`src/rtl/hazard_pkg.sv`:
```
// hazard_pkg: shared types and helpers for the hazard/forwarding scoreboard.
//   stage_rec_t : one in-flight instruction record held per pipeline stage
//   FWD_RF      : forwarding select value meaning "use the register-file value"
//   produces()  : true when a record will write a given (non-x0) register
// Register-address fields are stored at RA_MAX_W bits so one struct type
// serves every RA_W the top is built with (RA_W must be <= RA_MAX_W).
package hazard_pkg;

  localparam int RA_MAX_W = 8;
  localparam int FWD_RF   = 0;

  typedef struct packed {
    logic                valid;
    logic [RA_MAX_W-1:0] rd;
    logic                reg_write;
    logic                mem_read;
    logic [RA_MAX_W-1:0] rs1;
    logic [RA_MAX_W-1:0] rs2;
    logic                use_rs1;
    logic                use_rs2;
  } stage_rec_t;

  // x0 is hard-wired to zero, so nothing ever produces it.
  function automatic logic produces(stage_rec_t rec, logic [RA_MAX_W-1:0] r);
    return rec.valid && rec.reg_write && (rec.rd == r) && (r != '0);
  endfunction

endpackage

```
`src/rtl/hazard_scoreboard_fwd_priority_sel.sv`:
```
// fwd_priority_sel: nearest-producer priority search over stages FIRST..LAST.
//   recs     in  stage records, index 1 = EX ... DEPTH = WB
//   src      in  source register being looked up
//   use_src  in  source is actually read (otherwise no match)
//   sel      out lowest stage index in FIRST..LAST producing src, else FWD_RF
//   sel_load out the selected producer is a load
// The lowest index is the youngest instruction, so it wins over older writers.
module fwd_priority_sel
  import hazard_pkg::*;
#(
  parameter int DEPTH = 3,
  parameter int RA_W  = 5,
  parameter int FIRST = 2,
  parameter int LAST  = DEPTH,
  localparam int SEL_W = $clog2(DEPTH + 1)
) (
  input  stage_rec_t        recs [1:DEPTH],
  input  logic [RA_W-1:0]   src,
  input  logic              use_src,
  output logic [SEL_W-1:0]  sel,
  output logic              sel_load
);

  logic [RA_MAX_W-1:0] src_ext;

  assign src_ext = RA_MAX_W'(src);

  always_comb begin
    sel      = SEL_W'(FWD_RF);
    sel_load = 1'b0;
    // Walk from the oldest stage down so the youngest match is written last.
    for (int k = LAST; k >= FIRST; k--) begin
      if (use_src && produces(recs[k], src_ext)) begin
        sel      = SEL_W'(k);
        sel_load = recs[k].mem_read;
      end
    end
  end

endmodule

```
`src/rtl/hazard_scoreboard.sv`:
```
// hazard_scoreboard: hazard and forwarding controller for the in-order pipeline.
// Tracks every in-flight destination from EX (stage 1) to WB (stage DEPTH) in a
// registered shadow pipeline and derives stall / flush / freeze / forwarding.
//   clk, rst_n                clock, async active-low reset
//   id_*                      instruction currently in ID
//   ex_redirect               taken branch/jump resolved in EX
//   mem_busy                  data memory not ready; whole pipeline freezes
//   pc_en, if_id_en           front-end enables
//   if_id_flush, id_ex_bubble squash IF/ID, insert bubble into ID/EX
//   fwd_a_sel, fwd_b_sel      EX operand source (0 = RF, k = stage k result)
//   stall_cnt, flush_cnt      saturating event counters
// All control outputs are combinational from the current records and ID inputs.
module hazard_scoreboard
  import hazard_pkg::*;
#(
  parameter int DEPTH      = 3,
  parameter int LOAD_READY = 3,
  parameter int RA_W       = 5,
  parameter int CNT_W      = 32,
  parameter int SEL_W      = $clog2(DEPTH + 1)
) (
  input  logic             clk,
  input  logic             rst_n,
  input  logic             id_valid,
  input  logic [RA_W-1:0]  id_rs1,
  input  logic [RA_W-1:0]  id_rs2,
  input  logic             id_use_rs1,
  input  logic             id_use_rs2,
  input  logic [RA_W-1:0]  id_rd,
  input  logic             id_reg_write,
  input  logic             id_mem_read,
  input  logic             ex_redirect,
  input  logic             mem_busy,
  output logic             pc_en,
  output logic             if_id_en,
  output logic             if_id_flush,
  output logic             id_ex_bubble,
  output logic [SEL_W-1:0] fwd_a_sel,
  output logic [SEL_W-1:0] fwd_b_sel,
  output logic [CNT_W-1:0] stall_cnt,
  output logic [CNT_W-1:0] flush_cnt
);

  stage_rec_t recs [1:DEPTH];
  stage_rec_t id_rec;

  logic [SEL_W-1:0] stall_a_sel, stall_b_sel;
  logic             stall_a_load, stall_b_load;
  logic             fwd_a_load, fwd_b_load;
  logic             stall;
  logic             redirect;

  always_comb begin
    id_rec           = '0;
    id_rec.valid     = id_valid;
    id_rec.rd        = RA_MAX_W'(id_rd);
    id_rec.reg_write = id_reg_write;
    id_rec.mem_read  = id_mem_read;
    id_rec.rs1       = RA_MAX_W'(id_rs1);
    id_rec.rs2       = RA_MAX_W'(id_rs2);
    id_rec.use_rs1   = id_use_rs1;
    id_rec.use_rs2   = id_use_rs2;
  end

  // Load-use search: only stages 1..LOAD_READY-2 can hold a load whose data
  // will not yet be available when the ID instruction reaches EX. A younger
  // non-load producer in that window wins the priority and shadows the load.
  fwd_priority_sel #(
    .DEPTH(DEPTH), .RA_W(RA_W), .FIRST(1), .LAST(LOAD_READY - 2)
  ) u_stall_a (
    .recs(recs), .src(id_rs1), .use_src(id_valid & id_use_rs1),
    .sel(stall_a_sel), .sel_load(stall_a_load)
  );

  fwd_priority_sel #(
    .DEPTH(DEPTH), .RA_W(RA_W), .FIRST(1), .LAST(LOAD_READY - 2)
  ) u_stall_b (
    .recs(recs), .src(id_rs2), .use_src(id_valid & id_use_rs2),
    .sel(stall_b_sel), .sel_load(stall_b_load)
  );

  // EX-operand forwarding for the instruction sitting in stage 1.
  fwd_priority_sel #(
    .DEPTH(DEPTH), .RA_W(RA_W), .FIRST(2), .LAST(DEPTH)
  ) u_fwd_a (
    .recs(recs), .src(recs[1].rs1[RA_W-1:0]),
    .use_src(recs[1].valid & recs[1].use_rs1),
    .sel(fwd_a_sel), .sel_load(fwd_a_load)
  );

  fwd_priority_sel #(
    .DEPTH(DEPTH), .RA_W(RA_W), .FIRST(2), .LAST(DEPTH)
  ) u_fwd_b (
    .recs(recs), .src(recs[1].rs2[RA_W-1:0]),
    .use_src(recs[1].valid & recs[1].use_rs2),
    .sel(fwd_b_sel), .sel_load(fwd_b_load)
  );

  assign stall    = stall_a_load | stall_b_load;
  assign redirect = ex_redirect & ~mem_busy;

  // Redirect beats stall: the PC must load the branch target even if the
  // (wrong-path) ID instruction had a load-use hazard.
  assign pc_en        = ~mem_busy & (~stall | redirect);
  assign if_id_en     = pc_en;
  assign if_id_flush  = redirect;
  assign id_ex_bubble = (stall | redirect) & ~mem_busy;

  // Shadow pipeline: shifts one stage per cycle, frozen by mem_busy.
  always_ff @(posedge clk or negedge rst_n) begin
    if (!rst_n) begin
      for (int k = 1; k <= DEPTH; k++) begin
        recs[k] <= '0;
      end
    end else if (!mem_busy) begin
      recs[1] <= id_ex_bubble ? '0 : id_rec;
      for (int k = 2; k <= DEPTH; k++) begin
        recs[k] <= recs[k-1];
      end
    end
  end

  always_ff @(posedge clk or negedge rst_n) begin
    if (!rst_n) begin
      stall_cnt <= '0;
      flush_cnt <= '0;
    end else begin
      if (stall && !redirect && !mem_busy && (stall_cnt != '1)) begin
        stall_cnt <= stall_cnt + 1'b1;
      end
      if (redirect && (flush_cnt != '1)) begin
        flush_cnt <= flush_cnt + 1'b1;
      end
    end
  end

endmodule

```
`config.mk`:
```
export PLATFORM = sky130hd
export DESIGN_NAME = hazard_scoreboard
export DESIGN_NICKNAME = d
export VERILOG_FILES = /design/src/rtl/hazard_pkg.sv /design/src/rtl/hazard_scoreboard_fwd_priority_sel.sv /design/src/rtl/hazard_scoreboard.sv
export SDC_FILE = /design/constraint.sdc
export NUM_CORES = 1
export LEC_CHECK = 0
export ABC_CLOCK_PERIOD_IN_PS = 2000
export CORE_ASPECT_RATIO = 0.9
export CORE_MARGIN = 5
export CORE_UTILIZATION = 47
export CTS_CLUSTER_SIZE = 14
export DETAILED_ROUTE_END_ITERATION = 6
export PLACE_DENSITY = 0.77
export SETUP_SLACK_MARGIN = 0.15
export SYNTH_ARGS = -nofsm -noshare
export SYNTH_HDL_FRONTEND = slang
export SYNTH_SLANG_ARGS = --single-unit
export TNS_END_PERCENT = 20
```
`constraint.sdc`:
```
create_clock -name clk -period 2 [get_ports clk]
set_input_delay 0.4 -clock clk [delete_from_list [all_inputs] [get_ports clk]]
set_output_delay 0.4 -clock clk [all_outputs]
set_load 0.05 [all_outputs]
```
After elaboration in Yosys (flattened, before gate mapping). Index checks and enable logic that the tools add are counted.

Multipliers: 0. Equal/unequal tests: 8. Add/sub/neg operators: 2. Bitwise logic cells: 12. Shift-type cells: 0. Reductions and logical operators: 31. Divide/modulo/power cells: 0. Order comparisons: 0. Mux-type cells: 7.

Operator list (count): $add 32x1->32 const B (2); $ne 32x32->1 const B (2); $eq 8x5->1 (6); $reduce_bool 8->1 (4); $mux 29 (1); $logic_and 1x1->1 (25); $mux 2 (4); $and 1x1->1 (7); $or 1x1->1 (3); $logic_not 1->1 (2); $mux 1 (2); $not 1->1 (2).

Output and inout bits: 72. Word-level logic and storage cells: 76. Memories kept: 0. Input port bits: 24. Memory bits (writable): 0. Latch bits: 0. Bits in read-only memories: 0. Flip-flop bits (word level): 107.

Depth between registers and ports, before layout.
Depth in word-level cells: 9. Depth in mapped cells: 8. Depth with buffers taken out: 7.

Cells and area by module. A second synthesis with hierarchy kept.

Cell total of the unflattened synthesis: 494. Area, all modules: 5985.7 µm².

By module, submodules not included: hazard_scoreboard (times used 1, area each 5362.6 µm², sequential area each 3103.0 µm², cells each 410); fwd_priority_sel at u_fwd_a ... (times used 2, area each 193.9 µm², sequential area each 0.0 µm², cells each 26); fwd_priority_sel at u_stall_a ... (times used 2, area each 117.6 µm², sequential area each 0.0 µm², cells each 16).

Worst setup path before layout. No wires, ideal clock.

Kind: input-to-output. Start: input id_rs2[0]. End: output pc_en. Path slack: -0.836 ns. Required time: 1.600 ns. Buffers on the path: 2. Stages: 7. Arrival: 2.436 ns. Cells stage by stage: nor4_1 > nor2_1 > o211ai_1 > o41ai_2 > clkbuf_1 > a21oi_1 > buf_4.

Longest elaborated chain between the ends: 9. Elaborated cells on any way between the ends: 10. Those cells by class: eq/ne (1); mux (1); bitwise (4); reduce/logical (4).

Ends and longest elaborated chain: start: declaration (RTL line hazard_scoreboard.sv:26) `input logic [RA_W-1:0] id_rs2,`; $eq 8x5->1 (RTL line hazard_pkg.sv:25) `return rec.valid && rec.reg_write && (rec.rd == r) && (r != '0);`; $logic_and 1x1->1 (RTL line hazard_pkg.sv:25); $logic_and 1x1->1 * (RTL line hazard_pkg.sv:25); $logic_and 1x1->1 * (RTL line hazard_scoreboard_fwd_priority_sel.sv:33) `if (use_src && produces(recs[k], src_ext)) begin`; $mux 1 * (RTL line hazard_scoreboard_fwd_priority_sel.sv:33); $or 1x1->1 * (RTL line hazard_scoreboard.sv:99) `assign stall = stall_a_load | stall_b_load;`; $not 1->1 * (RTL line hazard_scoreboard.sv:104) `assign pc_en = ~mem_busy & (~stall | redirect);`; $or 1x1->1 * (RTL line hazard_scoreboard.sv:104); $and 1x1->1 * (RTL line hazard_scoreboard.sv:104); end: declaration (RTL line hazard_scoreboard.sv:34) `output logic pc_en,`.

Mark *: on every way between the ends. The rest lies on a longest branch, timed or not.

Worst setup path after layout.
Start: register, netlist name recs[81]. End: output id_ex_bubble.

Longest elaborated chain between the ends: 8. Elaborated cells on any way between the ends: 13. Those cells by class: eq/ne (2); mux (2); bitwise (3); reduce/logical (6).

Ends and longest elaborated chain: $eq 8x5->1 (RTL line hazard_pkg.sv:25); $logic_and 1x1->1 (2 in a row) (RTL line hazard_pkg.sv:25); $logic_and 1x1->1 (RTL line hazard_scoreboard_fwd_priority_sel.sv:33); $mux 1 (RTL line hazard_scoreboard_fwd_priority_sel.sv:33); $or 1x1->1 * (RTL line hazard_scoreboard.sv:99); $or 1x1->1 * (RTL line hazard_scoreboard.sv:107) `assign id_ex_bubble = (stall | redirect) & ~mem_busy;`; $and 1x1->1 * (RTL line hazard_scoreboard.sv:107); end: declaration (RTL line hazard_scoreboard.sv:37) `output logic id_ex_bubble,`.

Marks and branches as above.

==> results.cfg <==
[outcome]
status = finished, violations left
violations = negative setup slack

[critical_path]
setup.worst_path.start_class = flop
r2r_end = stall_cnt[1]
crit_chain = buf_4 -> xnor2_1 -> nand4_1 -> o41ai_4 -> buf_6 -> nor2_4 -> nor2_4 -> buf_12
max_stage_delay_ns = 0.43
cp_top_family = buffers and inverters
cpMostUsedCell = nor2_4
cp_max_fo = 3
r2r_cells = 9
r2r_start = recs[81]
cp.depth = 8
cp.arrival_ns = 2.01
path_buf_inv = 3
crit_path_end_kind = output pin
crit_path_top_delay_cell = dfrtp_1
crit_type = reg -> out
r2r_slack_ns = -0.19
worstPathRequired_ns = 1.60

[finish]
fin_util_pct = 70.8
antenna_cells = 0
stdcell_count = 741
area_delta_synth_final_pct = 49.1
final_cell_mix = 77 x buf_4, 65 x xnor2_1, 58 x dlygate4sd2_1
drive_gt1_share_pct = 38.7
final_nets = 633
final_common_cell = buf_4
stdcell_area_um2 = 7160

[floorplanning]
die_area_um2 = 12300
core_area_um2 = 10100
die_h_um = 106
die_w_um = 117
std_cell_rows = 35
ios = 96
start_util_pct = 47.5

[cts]
cts.reportedPaths.clkPinSlew_ns = 0.07
htreeDepth = 3
hold_buffers = 0
cts_inserted_buffers = 9
cts.sinks = 98
cts_tree = done
insertion_delay_ns = 0.34
root_buffer = clkbuf_16
clock_path_buffers = 2

[placed_design]
gp_congestion = 0.868
port_buffers = 95
dp_hpwl_um = 9120
place_ws_ns = -0.576
post_dp_cell_area_um2 = 6510
placedCellCount = 703

[synthesis]
synth_area_per_cell_um2 = 10.9
synthCells = 440
syn_nets = 466
ys_warn_count = 0
synth_seq_area_share_pct = 51.1
synthArstFlopShare_pct = 100
synth_ff_type = dfrtp_1
synth_edf_count = 0
synth_area_um2 = 4800
synth_cell_types = 38
ys_seq_elements = 98

[grt]
antenna_found_initial = 0
overflow = 0
grt_pass1_vias = 4175
grt_max_degree = 41
grt_pass1_wl_um = 20900
track_usage_pct = 21.3

[timing]
fin_crit_sh_pct = 121
max_freq_mhz = 415
tightest_slew_ns = 0.529
setup_viol = 60
rsz0062_at_grt = true
max-slew-margin-rel_pct = 64.7
final_max_slew_viol_count = 0
finalCriticalPeriod_ns = 2.41
totalNegativeSetupSlack_ns = -9.00
setup_ws_ns = -0.412
hold_violations = 0
fin_skew_ns = 0.00824

[drt]
ant_nets = 0
drt_pass1_iterations = 5
wl_um = 13400
drt_iter0_markers = 246
drc = 0
vias = 4228
via_per_inst = 5.71
wl_per_cell_um = 18.0

[min_path]
hold_path_class = in -> async

[pwr]
leakage_nw = 3.32
powerDensity_nw_per_um2 = 671
ir_drop_mv = 0.866

[run]
drv_cap = 0
-- stage by stage --
step           hold slack [ns]  power, mW
3_5_place_dp             0.411       3.19
4_1_cts                 0.0359       4.80
6_report                0.0248       4.80
5_1_grt                 0.0681       5.00
2_1_floorplan            0.104       2.79
3_3_place_gp             0.403       3.16
-- synth_stat cells (2+ instances only) --
cell	number	area, um^2
a22o_1	20	175
ha_1	2	25.0
mux2_2	16	180
nand4_1	33	206
nand2b_1	2	12.5
nor2_1	26	97.6
nor3_1	12	60.1
buf_1	2	7.51
inv_1	3	11.3
nor4_1	13	81.3
and3_1	16	100
xor2_1	23	201
nor4_2	2	25.0
nand2_1	31	116
and4_1	4	35.0
clkbuf_1	12	45.0
a21oi_1	2	10.0
xnor2_1	67	587
dfrtp_1	98	2450
and2_1	5	31.3
o21ai_0	2	10.0
and3_2	2	15.0
a31o_2	2	17.5
nand3b_1	3	22.5
nand3_1	28	140
or4_1	2	15.0
-- worst max-delay path by stage --
stage,from,to,slack (ns)
2_1_floorplan,id_rs2[0],pc_en,-0.19
3_3_place_gp,id_rs1[1],id_ex_bubble,-0.53
3_5_place_dp,id_rs1[1],stall_cnt[4],-0.58
4_1_cts,recs[79],id_ex_bubble,-0.33
5_1_grt,recs[81],id_ex_bubble,-0.51
6_report,recs[81],id_ex_bubble,-0.41
-- power by group --
| group | internal, mW | total [mW] | switching [mW] | leakage, nW |
|---|---|---|---|---|
| sequential | 2.12 | 2.28 | 0.167 | 1.25 |
| combinational | 0.392 | 0.916 | 0.524 | 1.94 |
| clock | 0.846 | 1.60 | 0.758 | 0.132 |
-- metal layers --
| layer | GRT usage (%) | share of wire, % |
|---|---|---|
| met4 | 8.03 | 2.3 |
| met1 | 28.7 | 43 |
| met5 | 0 | 0 |
| met3 | 4.21 | 5.5 |
| met2 | 34.1 | 50 |
-- flip-flops by register name, indices dropped and copies added, names as in the netlist --
register	flops
recs	34
flush_cnt	32
stall_cnt	32
-- area by class of cell --
class                      count  area (um^2)
inverter                       3         11.3
multi-input combinational    323         2620
sequential                    98         2510
timing repair buffer         172         1580
tap                          129          161
clock buffer                  10          229
fill                         729         2950
clock inverter                 6         43.8
-- kinds of logic (layout without fill, tap and decap cells) --
| family | after synthesis | count (layout) | share of synthesized area (%) |
|---|---|---|---|
| adders and majority gates | 2 | 2 | 0.521 |
| buffers and inverters | 19 | 191 | 1.59 |
| xor gates and xnor gates | 90 | 90 | 16.4 |
| DFF | 98 | 98 | 51.1 |
| muxes | 16 | 16 | 3.75 |
| and+or+nand+nor | 186 | 186 | 21.6 |
| AOI/OAI and AO/OA | 29 | 29 | 5.08 |
-- what timing repair did --
action | in CTS | in global routing
cloned | 0 | 3
setup buffers | 6 | 13
setup endpoints to repair | 124 | 80
pin swaps | 20 | 36
resized for setup | 98 | 31
Power figures use the tool's default switching activity.
